## src/rtl/button_led_panel_host_if.sv

```systemverilog
// Button/LED panel host bus.
// Bundles the UART pins and the panel-side signals of button_led_panel_host.
//   rx         : UART line from device TX (idle high)
//   tx         : UART line to device RX (idle high)
//   buttons_in : raw button levels, rising edge = press
//   leds_out   : last valid LED frame received
//   led_valid  : one-cycle pulse when leds_out updates
//   frame_err  : one-cycle pulse on RX stop-bit error
//   link_up    : a valid frame was seen recently
//   tx_busy    : a command byte is being shifted out
// slave modport = the host block, master modport = whatever drives it.
interface button_led_panel_host_if #(
    parameter int NUM_BUTTONS = 24
);
    logic                   rx;
    logic                   tx;
    logic [NUM_BUTTONS-1:0] buttons_in;
    logic [7:0]             leds_out;
    logic                   led_valid;
    logic                   frame_err;
    logic                   link_up;
    logic                   tx_busy;

    modport slave (
        input  rx, buttons_in,
        output tx, leds_out, led_valid, frame_err, link_up, tx_busy
    );

    modport master (
        output rx, buttons_in,
        input  tx, leds_out, led_valid, frame_err, link_up, tx_busy
    );
endinterface

```

## src/rtl/button_led_panel_host.sv

```systemverilog
// Button/LED panel host: far end of the button/LED UART link.
// Button presses (rising edges) are queued in a pending mask and sent as
// index bytes, lowest index first. Incoming 1-byte frames update the LED bus.
//   clk   : system clock
//   rst_n : asynchronous active-low reset
//   bus   : slave modport of button_led_panel_host_if (UART pins, buttons,
//           LED bus, led_valid/frame_err pulses, link_up, tx_busy)
module button_led_panel_host #(
    parameter int CLKS_PER_BIT = 87,
    parameter int STALE_CLKS   = 4000,
    parameter int NUM_BUTTONS  = 24
) (
    input  logic                    clk,
    input  logic                    rst_n,
    button_led_panel_host_if.slave  bus
);
    localparam int CW = $clog2(CLKS_PER_BIT) + 1;
    localparam int SW = $clog2(STALE_CLKS) + 1;
    localparam int IW = (NUM_BUTTONS > 1) ? $clog2(NUM_BUTTONS) : 1;

    localparam logic [CW-1:0] BIT_LAST  = CW'(CLKS_PER_BIT - 1);
    localparam logic [CW-1:0] HALF_LAST = CW'(CLKS_PER_BIT / 2 - 1);
    localparam logic [SW-1:0] STALE_MAX = SW'(STALE_CLKS);
    localparam logic [SW-1:0] STALE_PRE = SW'(STALE_CLKS - 1);

    typedef enum logic [1:0] {TX_IDLE, TX_START, TX_DATA, TX_STOP} tx_state_t;
    typedef enum logic [1:0] {RX_IDLE, RX_START, RX_DATA, RX_STOP} rx_state_t;

    // ------------------------------------------------------------------
    // Input synchronizers. rx_d is a third stage used only for start-edge
    // detection, so a frame whose stop bit was low cannot re-trigger until
    // the line has gone back high.
    // ------------------------------------------------------------------
    logic                   rx_s1, rx_s2, rx_d;
    logic [NUM_BUTTONS-1:0] btn_s1, btn_s2, btn_prev;
    logic [NUM_BUTTONS-1:0] btn_edge;

    always_ff @(posedge clk or negedge rst_n) begin
        if (!rst_n) begin
            rx_s1    <= 1'b1;
            rx_s2    <= 1'b1;
            rx_d     <= 1'b1;
            btn_s1   <= '0;
            btn_s2   <= '0;
            btn_prev <= '0;
        end else begin
            rx_s1    <= bus.rx;
            rx_s2    <= rx_s1;
            rx_d     <= rx_s2;
            btn_s1   <= bus.buttons_in;
            btn_s2   <= btn_s1;
            btn_prev <= btn_s2;
        end
    end

    assign btn_edge = btn_s2 & ~btn_prev;

    // ------------------------------------------------------------------
    // Pending mask and lowest-index scheduler
    // ------------------------------------------------------------------
    logic [NUM_BUTTONS-1:0] pending, clr;
    logic [IW-1:0]          sel;
    logic                   load;

    always_comb begin
        sel = '0;
        // Scan downwards so the lowest set index wins.
        for (int i = NUM_BUTTONS - 1; i >= 0; i--) begin
            if (pending[i]) sel = IW'(i);
        end
    end

    always_comb begin
        clr = '0;
        if (load) clr[sel] = 1'b1;
    end

    // A new edge on the bit being loaded keeps it set: the press arrived
    // after the byte was committed, so it earns another command.
    always_ff @(posedge clk or negedge rst_n) begin
        if (!rst_n) pending <= '0;
        else        pending <= (pending & ~clr) | btn_edge;
    end

    // ------------------------------------------------------------------
    // TX FSM. The line is registered, so the start bit appears one clock
    // after the load decision.
    // ------------------------------------------------------------------
    tx_state_t     tx_state, tx_state_n;
    logic [CW-1:0] tx_cnt, tx_cnt_n;
    logic [2:0]    tx_bit, tx_bit_n;
    logic [7:0]    tx_shift, tx_shift_n;
    logic          tx_line, tx_line_n;

    always_ff @(posedge clk or negedge rst_n) begin
        if (!rst_n) begin
            tx_state <= TX_IDLE;
            tx_cnt   <= '0;
            tx_bit   <= '0;
            tx_shift <= '0;
            tx_line  <= 1'b1;
        end else begin
            tx_state <= tx_state_n;
            tx_cnt   <= tx_cnt_n;
            tx_bit   <= tx_bit_n;
            tx_shift <= tx_shift_n;
            tx_line  <= tx_line_n;
        end
    end

    always_comb begin
        tx_state_n = tx_state;
        tx_cnt_n   = tx_cnt + 1'b1;
        tx_bit_n   = tx_bit;
        tx_shift_n = tx_shift;
        tx_line_n  = tx_line;
        load       = 1'b0;
        case (tx_state)
            TX_IDLE: begin
                tx_cnt_n  = '0;
                tx_line_n = 1'b1;
                if (|pending) begin
                    load       = 1'b1;
                    tx_shift_n = 8'(sel);
                    tx_line_n  = 1'b0;
                    tx_state_n = TX_START;
                end
            end
            TX_START: begin
                if (tx_cnt == BIT_LAST) begin
                    tx_cnt_n   = '0;
                    tx_bit_n   = '0;
                    tx_line_n  = tx_shift[0];
                    tx_state_n = TX_DATA;
                end
            end
            TX_DATA: begin
                if (tx_cnt == BIT_LAST) begin
                    tx_cnt_n = '0;
                    if (tx_bit == 3'd7) begin
                        tx_line_n  = 1'b1;
                        tx_state_n = TX_STOP;
                    end else begin
                        tx_bit_n   = tx_bit + 3'd1;
                        tx_shift_n = tx_shift >> 1;
                        tx_line_n  = tx_shift[1];
                    end
                end
            end
            TX_STOP: begin
                if (tx_cnt == BIT_LAST) begin
                    tx_cnt_n   = '0;
                    tx_state_n = TX_IDLE;
                end
            end
            default: tx_state_n = TX_IDLE;
        endcase
    end

    // ------------------------------------------------------------------
    // RX FSM: falling edge -> half-bit recheck -> mid-bit samples
    // ------------------------------------------------------------------
    rx_state_t     rx_state, rx_state_n;
    logic [CW-1:0] rx_cnt, rx_cnt_n;
    logic [2:0]    rx_bit, rx_bit_n;
    logic [7:0]    rx_shift, rx_shift_n;
    logic          rx_ok, rx_bad;

    always_ff @(posedge clk or negedge rst_n) begin
        if (!rst_n) begin
            rx_state <= RX_IDLE;
            rx_cnt   <= '0;
            rx_bit   <= '0;
            rx_shift <= '0;
        end else begin
            rx_state <= rx_state_n;
            rx_cnt   <= rx_cnt_n;
            rx_bit   <= rx_bit_n;
            rx_shift <= rx_shift_n;
        end
    end

    always_comb begin
        rx_state_n = rx_state;
        rx_cnt_n   = rx_cnt + 1'b1;
        rx_bit_n   = rx_bit;
        rx_shift_n = rx_shift;
        rx_ok      = 1'b0;
        rx_bad     = 1'b0;
        case (rx_state)
            RX_IDLE: begin
                rx_cnt_n = '0;
                if (!rx_s2 && rx_d) rx_state_n = RX_START;
            end
            RX_START: begin
                // Line back high at mid-start is a glitch: drop it silently.
                if (rx_cnt == HALF_LAST) begin
                    rx_cnt_n   = '0;
                    rx_bit_n   = '0;
                    rx_state_n = rx_s2 ? RX_IDLE : RX_DATA;
                end
            end
            RX_DATA: begin
                if (rx_cnt == BIT_LAST) begin
                    rx_cnt_n   = '0;
                    rx_shift_n = {rx_s2, rx_shift[7:1]};
                    if (rx_bit == 3'd7) rx_state_n = RX_STOP;
                    else                rx_bit_n   = rx_bit + 3'd1;
                end
            end
            RX_STOP: begin
                if (rx_cnt == BIT_LAST) begin
                    rx_cnt_n   = '0;
                    rx_ok      = rx_s2;
                    rx_bad     = ~rx_s2;
                    rx_state_n = RX_IDLE;
                end
            end
            default: rx_state_n = RX_IDLE;
        endcase
    end

    // ------------------------------------------------------------------
    // LED outputs and link staleness
    // ------------------------------------------------------------------
    logic [7:0]    leds;
    logic          led_pulse, err_pulse, link;
    logic [SW-1:0] stale_cnt;

    always_ff @(posedge clk or negedge rst_n) begin
        if (!rst_n) begin
            leds      <= '0;
            led_pulse <= 1'b0;
            err_pulse <= 1'b0;
        end else begin
            if (rx_ok) leds <= rx_shift;
            led_pulse <= rx_ok;
            err_pulse <= rx_bad;
        end
    end

    // Counter restarts on each good frame and parks at STALE_MAX; link drops
    // on the increment that reaches it. Framing errors leave it running.
    always_ff @(posedge clk or negedge rst_n) begin
        if (!rst_n) begin
            stale_cnt <= '0;
            link      <= 1'b0;
        end else if (led_pulse) begin
            stale_cnt <= '0;
            link      <= 1'b1;
        end else if (stale_cnt != STALE_MAX) begin
            stale_cnt <= stale_cnt + 1'b1;
            if (stale_cnt == STALE_PRE) link <= 1'b0;
        end
    end

    assign bus.tx        = tx_line;
    assign bus.tx_busy   = (tx_state != TX_IDLE);
    assign bus.leds_out  = leds;
    assign bus.led_valid = led_pulse;
    assign bus.frame_err = err_pulse;
    assign bus.link_up   = link;
endmodule
```

## src/flat_wrapper.sv

```systemverilog
// flat-port wrapper written by rule: the top's interface ports become plain ports
module button_led_panel_host_flat 
#(
    parameter int CLKS_PER_BIT = 87,
    parameter int STALE_CLKS   = 4000,
    parameter int NUM_BUTTONS  = 24
)
  (clk, rst_n, bus_rx, bus_buttons_in, bus_tx, bus_leds_out, bus_led_valid, bus_frame_err, bus_link_up, bus_tx_busy);
  button_led_panel_host_if #(.NUM_BUTTONS(NUM_BUTTONS)) bus_i ();
  input  logic clk;
  input  logic rst_n;
  input wire logic [$bits(bus_i.rx)-1:0] bus_rx;
  input wire logic [$bits(bus_i.buttons_in)-1:0] bus_buttons_in;
  output wire logic [$bits(bus_i.tx)-1:0] bus_tx;
  output wire logic [$bits(bus_i.leds_out)-1:0] bus_leds_out;
  output wire logic [$bits(bus_i.led_valid)-1:0] bus_led_valid;
  output wire logic [$bits(bus_i.frame_err)-1:0] bus_frame_err;
  output wire logic [$bits(bus_i.link_up)-1:0] bus_link_up;
  output wire logic [$bits(bus_i.tx_busy)-1:0] bus_tx_busy;
  assign bus_i.rx = bus_rx;
  assign bus_i.buttons_in = bus_buttons_in;
  assign bus_tx = bus_i.tx;
  assign bus_leds_out = bus_i.leds_out;
  assign bus_led_valid = bus_i.led_valid;
  assign bus_frame_err = bus_i.frame_err;
  assign bus_link_up = bus_i.link_up;
  assign bus_tx_busy = bus_i.tx_busy;
  button_led_panel_host #(.CLKS_PER_BIT(CLKS_PER_BIT), .STALE_CLKS(STALE_CLKS), .NUM_BUTTONS(NUM_BUTTONS)) u_core (.clk(clk), .rst_n(rst_n), .bus(bus_i));
endmodule
```

## config.mk

```make
export PLATFORM = sky130hd
export DESIGN_NAME = button_led_panel_host_flat
export DESIGN_NICKNAME = d
export VERILOG_FILES = /design/src/rtl/button_led_panel_host_if.sv /design/src/rtl/button_led_panel_host.sv /design/src/flat_wrapper.sv
export SDC_FILE = /design/constraint.sdc
export NUM_CORES = 1
export LEC_CHECK = 0
export CAP_MARGIN = 20
export CORE_AREA = 2 2 114 116
export CTS_CLUSTER_SIZE = 20
export DETAILED_ROUTE_END_ITERATION = 10
export DIE_AREA = 0 0 116 118
export PLACE_DENSITY = 0.85
export SYNTH_ARGS = -nofsm -noshare
export SYNTH_HDL_FRONTEND = slang
export SYNTH_SLANG_ARGS = --single-unit
```

## constraint.sdc

```tcl
create_clock -name clk -period 2.15 [get_ports clk]
set_clock_uncertainty 0.05 [all_clocks]
set_input_delay 0.43 -clock clk [delete_from_list [all_inputs] [get_ports clk]]
set_output_delay 0.43 -clock clk [all_outputs]
set_load 0.01 [all_outputs]
```

Word level (Yosys, flattened, before mapping)
Cells that the tools add are included.

operators by class
  bitwise operators = 6
  multiplexer cells = 73
  div/mod/pow operators = 0
  multipliers = 0
  add/subtract/negate cells = 5
  reductions and logical operators = 23
  order comparisons = 2
  eq/ne operators = 25
  shift operators = 0

operators with widths
  cell                   number
  $mux 5                 24
  $and 24x24->24         2
  $mux 8                 6
  $not 24->24            2
  $pmux 8 s2             2
  $mux 13                2
  $mux 24                1
  $or 24x24->24          1
  $pmux 8 s3             1
  $reduce_or 24->1       1
  $mux 2                 11
  $ne 2x1->1 const B     10
  $mux 3                 6
  $add 8x1->8 const B    2
  $eq 8x7->1 const B     2
  $pmux 2 s4             2
  $mux 1                 14
  $add 13x1->13 const B  1
  $eq 13x12->1 const B   1
  $ne 13x12->1 const B   1
  $pmux 3 s2             2
  $reduce_and 4->1       3
  $reduce_bool 2->1      6
  $reduce_and 5->1       2
  other kinds (19)       29

word-level totals
  register bits after elaboration = 166
  memories kept = 0
  ROM bits = 0
  latch bits = 0
  RAM bits = 0

Logic depth before layout (Yosys ltp)
Gate-level depths: netlist of the first run.

  depth after elaboration = 32
  depth in mapped cells = 8

Worst setup path after synthesis of the first run
Ideal clock, no wire load.

  kind = reg-to-reg
  start point = reg u_core.rx_cnt[0]
  end point = reg u_core.rx_bit[1]
  buffers on the path = 0
  required time = 1.979 ns
  setup slack = -0.063 ns
  arrival = 2.042 ns
  stages on the path, launching flop included = 9
  cell sequence = dfrtp_1 > inv_1 > ha_1 > nand4b_1 > nor4b_4 > nand3b_2 > nor2_4 > mux2_2 > a22o_1

between the ends
  longest elaborated chain between the ends = 3
  elaborated cells on any way between the ends = 5

RTL lines
  what                                      line                                                        source
  from (decl)                               button_led_panel_host.sv:164                                logic [CW-1:0] rx_cnt, rx_cnt_n;
  from (signal assigned)                    button_led_panel_host.sv:177                                rx_cnt <= rx_cnt_n;
  $eq 8x7->1 or $eq 8x6->1 (tied branches)  button_led_panel_host.sv:204, button_led_panel_host.sv:197
  $ne 2x1->1 (no source line)               --
  $reduce_and 4->1 (no source line) *       --
  to (signal assigned)                      button_led_panel_host.sv:178                                rx_bit <= rx_bit_n;
  to (decl)                                 button_led_panel_host.sv:165                                logic [2:0] rx_bit, rx_bit_n;

Mark *: on every way between the ends. The rest lies on a longest branch, timed or not.
A chain may end at the register's enable or synchronous reset.

Worst setup path in the final report of the first run
Ends and elaborated chain as after synthesis.

==> results.toml, run 1 <==
[clock_network]
clock-sinks = 163
cts_max_level = 4
root_buffer = "sky130_fd_sc_hd__clkbuf_16"
cts_bufs_inserted = 17
clock_path_buffers = 2
cts.reportedPaths.clkPinSlew_ns = 0.06
tritoncts = "built"
clk-insertion-delay-late_ns = 0.43

[logic_synthesis]
synth_top_family_by_area = "simple AND/OR/NAND/NOR gates"
synth_sequential_area_ratio_pct = 63.4
simple_gate_area_share_of_the_yosys_netlist_pct = 15.8
postSynthCellCount = 526
postSynthNetCount = 568
multiplexer_share_of_the_synthesized_area_pct = 3.81
ys_async_sr_fraction_pct = 100
post_synth_xor_area_fraction_pct = 2.72
syn_area_per_cell_um2 = 12.2
synth-edff-count = 0
synthDistinctLibCells = 57
syn-cell-area_um2 = 6440
synth_top_flop_cell = "sky130_fd_sc_hd__dfrtp_1"
post_synthesis_share_of_cell_area_spent_on_full_adders_half_adders_and_majority_gates_pct = 2.91
ys_seq_elements = 163
synth-warning-count = 0
share_of_the_synthesized_area_in_compound_gates_ao_oa_aoi_oai_pct = 8.90

[power_and_ir_drop]
share_comb_of_total_power_pct = 16.2
switchingPower_mw = 2.20
ir_worst_vdd_mv = 0.934
p_leak_nw = 3.66
power_report.internal_total_mw = 5.86
power.share.sequential_pct = 44.4
clock_power_share_pct = 39.4
cellPowerDensity_nw_per_um2 = 989
totalPowerFinal_mw = 8.06
sw_frac_of_total_pct = 27.3

[worst_setup_path]
crit_path_max_fanout = 3
reg2reg_slack_ns = 0.03
critical_path.startpoint_type = "flip-flop"
path_class = "flip-flop to flip-flop"
worst_ep_arrival_time_ns = 2.39
worst_ep_required_time_ns = 2.42
endpoint_kind_of_the_worst_setup_timing_path = "flip-flop"
r2r-start = "u_core.rx_cnt[0]"
critical_path.reg2reg.endpoint = "u_core.rx_bit[1]"
r2r_cells = 8

[final_layout]
finish.instance_area_um2 = 8150
synthToLayoutAreaGrowth_pct = 26.6
final_layout_size_suffix_gt1_share_pct = 21.2
instances_no_fill = 808
postLayoutCoreUtil_pct = 65.7
insertedDiodeCount = 0
nets_final = 665

[sta]
final.period_utilization_pct = 98.5
unrepaired_setup_endpoints_after_global_routing = "yes"
timing.setup.tns_ns = 0
max-slew-margin-rel_pct = 67.9
fmaxAchievable_mhz = 472
setup_viol = 0
worst_slew_pin_slew_ns = 0.481
max_slew_violation_count = 0
timing_hold_violations_final = 0
post-route-min-period_ns = 2.12
post-route-worst-setup-slack_ns = 0.0324
worst_hold_slack_ns = 0.296

[grt]
globalRoute.totalOverflow = 0
grt_pass1_wl_um = 22200
grt_max_degree = 50
grt.total_usage_pct = 21.0
vias_in_the_first_global_route = 4614
number_of_antenna_violations_at_the_first_check_in_global_routing = 0

[routing]
routed_via_density = 5.38
wirelength_um = 13200
drt_pre_antenna_iters = 4
detail_route.drc_violations = 0
detailedRoute.firstIterationViolations = 248
route.detailed.wl_per_inst_um = 16.3
ant_nets = 0
num_vias = 4344

[min_path]
hold_class = "flip-flop to flip-flop"
hold_depth = 0
hold_path_end = "u_core.btn_s2[1]"
hold_path_startpoint = "u_core.btn_s1[1]"

[placement]
placement.io_buffers = 39
detailed_place_hpwl_um = 8440
placement.setup.worst_slack_ns = -0.0457
placed_cells_incl_taps = 762
placed_area_um2 = 7320
place_congestion = 0.874

[flow_run]
max_capacitance_violation_total = 0

[floorplanning]
placeableCoreArea_um2 = 12400
chipHeight_um = 118
floorplan.die.width_um = 116
floorplan.rows = 41
floorplan.initialDensity_pct = 51.9
top_level_ports = 40
die_area_um2 = 13700

[run_status]
outcome = "finished clean"
-- power groups by stage --
stage               clock [mW]  combinational [mW]  sequential, mW
global route              3.37                1.46            3.61
global placement             0                1.10            3.60
CTS                       3.22                1.28            3.57
finish                    3.17                1.31            3.58
detailed placement           0                1.16            3.63
floorplan                    0               0.731            3.58
-- worst max-delay path by stage --
stage	startpoint	to	slack (ns)	cells after the start
6_report	u_core.rx_cnt[0]	u_core.rx_bit[1]	0.03	8
5_1_grt	u_core.rx_cnt[0]	u_core.bus.leds_out[0]	-0.06	8
4_1_cts	u_core.rx_cnt[0]	u_core.bus.leds_out[3]	-0.02	8
3_5_place_dp	u_core.rx_cnt[0]	u_core.rx_bit[1]	-0.05	8
3_3_place_gp	u_core.rx_cnt[0]	u_core.rx_bit[1]	0.08	8
2_1_floorplan	u_core.rx_cnt[0]	u_core.rx_bit[1]	-0.006	8
-- per-layer routing --
layer	track usage [%]	wire [µm]	vias up
met5	0	0	-
met4	9.15	345	0
met3	6.69	583	34
met2	33.8	6700	113
met1	25.8	5580	2182
li1	-	-	2015
-- worst max-delay path: stages (launching register included) --
cell	delay [ns]
sky130_fd_sc_hd__dfrtp_1	0.40
sky130_fd_sc_hd__inv_2	0.09
sky130_fd_sc_hd__ha_4	0.14
sky130_fd_sc_hd__nand4b_1	0.15
sky130_fd_sc_hd__nor4b_4	0.39
sky130_fd_sc_hd__nand3b_4	0.13
sky130_fd_sc_hd__nor2_4	0.15
sky130_fd_sc_hd__mux2_4	0.31
sky130_fd_sc_hd__a22o_1	0.21
-- timing repair --
action,CTS,global route
gates resized for setup,10,19
setup endpoints to repair,12,35
hold buffers,1,0
buffers inserted,7,6
endpoints found under the hold margin,44,0
gates cloned,0,0
pin swaps,6,8
-- cell usage after synthesis (all sizes together), types with 2 or more instances --
| library cell | count | share of area [%] |
|---|---|---|
| a2111oi | 2 | 0.66 |
| a21oi | 16 | 1.2 |
| a22o | 10 | 1.4 |
| a2bb2oi | 5 | 0.68 |
| a31oi | 7 | 0.68 |
| and2 | 3 | 0.29 |
| and3 | 5 | 0.49 |
| buf | 3 | 0.25 |
| clkbuf | 5 | 0.29 |
| dfrtp | 159 | 62 |
| dfstp | 4 | 1.6 |
| ha | 15 | 2.9 |
| inv | 33 | 1.9 |
| mux2 | 20 | 3.5 |
| mux2i | 2 | 0.31 |
| nand2 | 31 | 1.8 |
| nand2b | 9 | 0.87 |
| nand3 | 20 | 1.6 |
| nand3b | 3 | 0.41 |
| nand4 | 3 | 0.29 |
| nand4b | 4 | 0.54 |
| nor2 | 54 | 3.3 |
| nor2b | 13 | 1.3 |
| nor3 | 15 | 1.2 |
| nor4 | 7 | 1.2 |
| nor4b | 4 | 1.2 |
| o21ai | 27 | 2.1 |
| o31ai | 2 | 0.23 |
| o32a | 4 | 0.62 |
| or3 | 6 | 0.58 |
| or4 | 2 | 0.23 |
| xnor2 | 6 | 0.82 |
| xor2 | 14 | 1.9 |
-- state kept, by name (all words and copies together) (netlist names), 2 cells and up, named ones only --
name / cells
u_core.rx_bit: 3
u_core.btn_s2: 24
u_core.btn_prev: 24
u_core.pending: 24
u_core.tx_state: 2
u_core.tx_bit: 3
u_core.rx_shift: 8
u_core.btn_s1: 24
u_core.rx_cnt: 8
u_core.tx_shift: 5
u_core.bus.leds_out: 8
u_core.stale_cnt: 13
u_core.tx_cnt: 8
-- placed cells by master, fill, tap and decap left out, types with 3 or more instances in the layout --
cell,n
sky130_fd_sc_hd__nor4b_4,3
sky130_fd_sc_hd__a2bb2oi_1,5
sky130_fd_sc_hd__and3_1,5
sky130_fd_sc_hd__dfstp_2,4
sky130_fd_sc_hd__clkbuf_16,17
sky130_fd_sc_hd__nand4b_1,4
sky130_fd_sc_hd__mux2_2,18
sky130_fd_sc_hd__nor3_2,3
sky130_fd_sc_hd__inv_6,4
sky130_fd_sc_hd__o21ai_0,24
sky130_fd_sc_hd__dfrtp_1,158
sky130_fd_sc_hd__buf_4,41
sky130_fd_sc_hd__nor2_1,51
sky130_fd_sc_hd__inv_1,30
sky130_fd_sc_hd__and2_1,3
sky130_fd_sc_hd__nor4_2,3
sky130_fd_sc_hd__nand4_1,3
sky130_fd_sc_hd__xnor2_1,6
sky130_fd_sc_hd__buf_12,4
sky130_fd_sc_hd__a22o_1,10
sky130_fd_sc_hd__nand3_1,18
sky130_fd_sc_hd__inv_2,3
sky130_fd_sc_hd__or3_1,6
sky130_fd_sc_hd__clkdlybuf4s50_1,37
sky130_fd_sc_hd__nor2b_1,12
sky130_fd_sc_hd__nand2b_1,9
sky130_fd_sc_hd__nand2_1,30
sky130_fd_sc_hd__bufinv_16,3
sky130_fd_sc_hd__o21ai_1,3
sky130_fd_sc_hd__a21oi_1,15
sky130_fd_sc_hd__o32a_1,4
sky130_fd_sc_hd__xor2_1,14
sky130_fd_sc_hd__a31oi_1,7
sky130_fd_sc_hd__ha_1,13
sky130_fd_sc_hd__nor3_1,12
sky130_fd_sc_hd__nor4_4,3
-- area by class of cell --
class                   instances  area (µm²)
fillers                       894        4260
flip-flops and latches        163        4090
multi-input cells             322        2300
repair buffers                 86         800
clock buffers                  20         457
well taps                     172         215
clock inverters                12         169
inverters                      33         124
-- kinds of logic after synthesis --
| family | count (synthesis) |
|---|---|
| and+or+nand+nor | 182 |
| xor gates and xnor gates | 20 |
| AOI/OAI and AO/OA | 83 |
| buffers and inverters | 41 |
| adders and majority gates | 15 |
| muxes | 22 |
| DFF | 163 |
No activity file was read; power rests on OpenSTA's default activity.
==> inputs of run 2 (changes only) <==
CAP_MARGIN = 10   (was 20)
CORE_AREA = 2 2 130 132   (was 2 2 114 116)
DIE_AREA = 0 0 132 134   (was 0 0 116 118)
PLACE_DENSITY = 0.7   (was 0.85)
==> run 2 against run 1 <==
Sequential power about the same. Flip-flop and latch count unchanged. Maximum frequency rose by 0.20%. Highest routed layer unchanged. Combinational power hardly changed. Clock-buffer cell count unchanged. Critical endpoint is now u_core.tx_state[1]. Hold slack better by 0.0021 ns. Total power is 4.0% lower.
==> results.toml, run 2 (synthesis gave the netlist of run 1 again) <==
[power_and_ir_drop]
cellPowerDensity_nw_per_um2 = 946
totalPowerFinal_mw = 7.74
switchingPower_mw = 2.09
power_report.internal_total_mw = 5.65
clock_power_share_pct = 37.5
ir_worst_vdd_mv = 0.704
power.share.sequential_pct = 46.0
share_comb_of_total_power_pct = 16.5
sw_frac_of_total_pct = 26.9
p_leak_nw = 3.64

[placement]
place_congestion = 0.913
placed_area_um2 = 7330
placement.io_buffers = 39
detailed_place_hpwl_um = 8270

[routing]
route.detailed.wl_per_inst_um = 14.3
detail_route.drc_violations = 0
num_vias = 4267
wirelength_um = 12200
drt_pre_antenna_iters = 4
ant_nets = 0
detailedRoute.firstIterationViolations = 187
routed_via_density = 5.00

[clock_network]
clock-sinks = 163
cts_bufs_inserted = 17
tritoncts = "built"
root_buffer = "sky130_fd_sc_hd__clkbuf_16"
clk-insertion-delay-late_ns = 0.42
cts_max_level = 4
cts.reportedPaths.clkPinSlew_ns = 0.06
clock_path_buffers = 2

[worst_setup_path]
cp.buffers_inverters = 0
path_class = "flip-flop to flip-flop"
timing.critical_path.max_delay_family = "simple AND/OR/NAND/NOR gates"
r2r_cells = 6
endpoint_kind_of_the_worst_setup_timing_path = "flip-flop"
critical_path.cell_chain = "nor4_4, nand3_2, nor3_4, o21bai_1, nor2_2, mux2_2"
crit_path_max_fanout = 7
reg2reg_slack_ns = 0.04
cpPeakStageDelay_ns = 0.50
worst_ep_arrival_time_ns = 2.37
r2r-start = "u_core.pending[3]"
critical_path.startpoint_type = "flip-flop"
critical_path.reg2reg.endpoint = "u_core.tx_state[1]"
worst_path_max_delay_cell = "sky130_fd_sc_hd__dfrtp_1"
worst_ep_required_time_ns = 2.40

[final_layout]
nFillCells = 1393
commonest_non_fill_non_tap_cell_in_the_layout = "sky130_fd_sc_hd__dfrtp_1"
nets_final = 663
insertedDiodeCount = 0
most-common-layout-cells = "sky130_fd_sc_hd__dfrtp_1, sky130_fd_sc_hd__nor2_1, sky130_fd_sc_hd__buf_4"
area_taken_by_multi_input_logic_gates_um2 = 2330
postLayoutCoreUtil_pct = 50.2
register_area_um2 = 4090
final_layout_size_suffix_gt1_share_pct = 20.5
synthToLayoutAreaGrowth_pct = 27.1
finish.instance_area_um2 = 8180

[sta]
worst_hold_slack_ns = 0.298
worst_slew_pin_slew_ns = 0.755
fmaxAchievable_mhz = 473
unrepaired_setup_endpoints_after_global_routing = "yes"
final.period_utilization_pct = 98.3
timing_hold_violations_final = 0
post-route-min-period_ns = 2.11
max_slew_violation_count = 0
max-slew-margin-rel_pct = 49.0
setup_viol = 0

[flow_run]
max_capacitance_violation_total = 0

[grt]
grt.total_usage_pct = 14.8
grt_max_degree = 53
grt_pass1_wl_um = 21000
vias_in_the_first_global_route = 4503
number_of_antenna_violations_at_the_first_check_in_global_routing = 0
globalRoute.totalOverflow = 0

[floorplanning]
floorplan.die.width_um = 132
floorplan.initialDensity_pct = 39.5
placeableCoreArea_um2 = 16300
die_area_um2 = 17700
chipHeight_um = 134
floorplan.rows = 47
top_level_ports = 40

[min_path]
hold_depth = 0
hold_class = "flip-flop to flip-flop"
hold_path_end = "u_core.btn_s2[23]"
hold_path_startpoint = "u_core.btn_s1[23]"

[run_status]
outcome = "finished clean"
[run 2: cell count changes in the layout (fill, tap and decap cells not counted), sizes merged]
| cell | change |
|---|---|
| clkbuf | +1 |
| inv | -2 |
| bufinv | -1 |
| buf | -3 |
| clkinvlp | +3 |
[run 2: metal layers]
metal	up-vias	share of wire, %	global-route usage (%)
met5	-	0	0
met4	0	2.5	7.55
met3	27	4.7	4.04
met2	116	49	23.9
met1	2109	44	18.5
li1	2015	-	-
[run 2: power by group through the flow]
stage               logic (mW)  clock network (mW)  registers [mW]
detailed placement        1.13                   0            3.63
global placement          1.08                   0            3.61
finish                    1.28                2.90            3.56
global route              1.44                3.13            3.61
CTS                       1.20                2.99            3.57
floorplan                0.731                   0            3.58
[run 2: worst max path at each step]
stage / cells past startpoint / start / end
2_1_floorplan: 8 / u_core.rx_cnt[0] / u_core.rx_bit[1]
3_3_place_gp: 6 / u_core.pending[20] / u_core.pending[19]
3_5_place_dp: 6 / u_core.pending[14] / u_core.pending[19]
4_1_cts: 9 / u_core.rx_cnt[0] / u_core.rx_bit[2]
5_1_grt: 6 / u_core.pending[3] / u_core.tx_state[1]
6_report: 6 / u_core.pending[3] / u_core.tx_state[1]
[run 2: final cells by class]
| class | instances | share of cell area (%) |
|---|---|---|
| sequential | 163 | 49.9 |
| multi-input combinational | 322 | 28.5 |
| timing repair buffer | 84 | 9.75 |
| clock buffer | 20 | 5.34 |
| tap | 220 | 3.36 |
| clock inverter | 12 | 1.64 |
| inverter | 33 | 1.51 |
[run 2: metrics by stage]
step / std cells / setup TNS, ns / setup slack [ns]
6_report: 854 / 0 / 0.0366
5_1_grt: 854 / -0.207 / -0.0252
4_1_cts: 845 / -0.00620 / -0.00333
3_5_place_dp: 804 / -0.104 / -0.0457
3_3_place_gp: 804 / 0 / 0.0384
2_1_floorplan: 526 / -0.00588 / -0.00588
[run 2: what timing repair did]
| item | CTS | global route |
|---|---|---|
| gates cloned | 0 | 1 |
| buffers inserted | 8 | 8 |
| hold buffers | 1 | 0 |
| hold endpoints to repair | 28 | 0 |
| pin swaps | 4 | 10 |
| setup endpoints to repair | 8 | 30 |
| gates resized for setup | 5 | 25 |
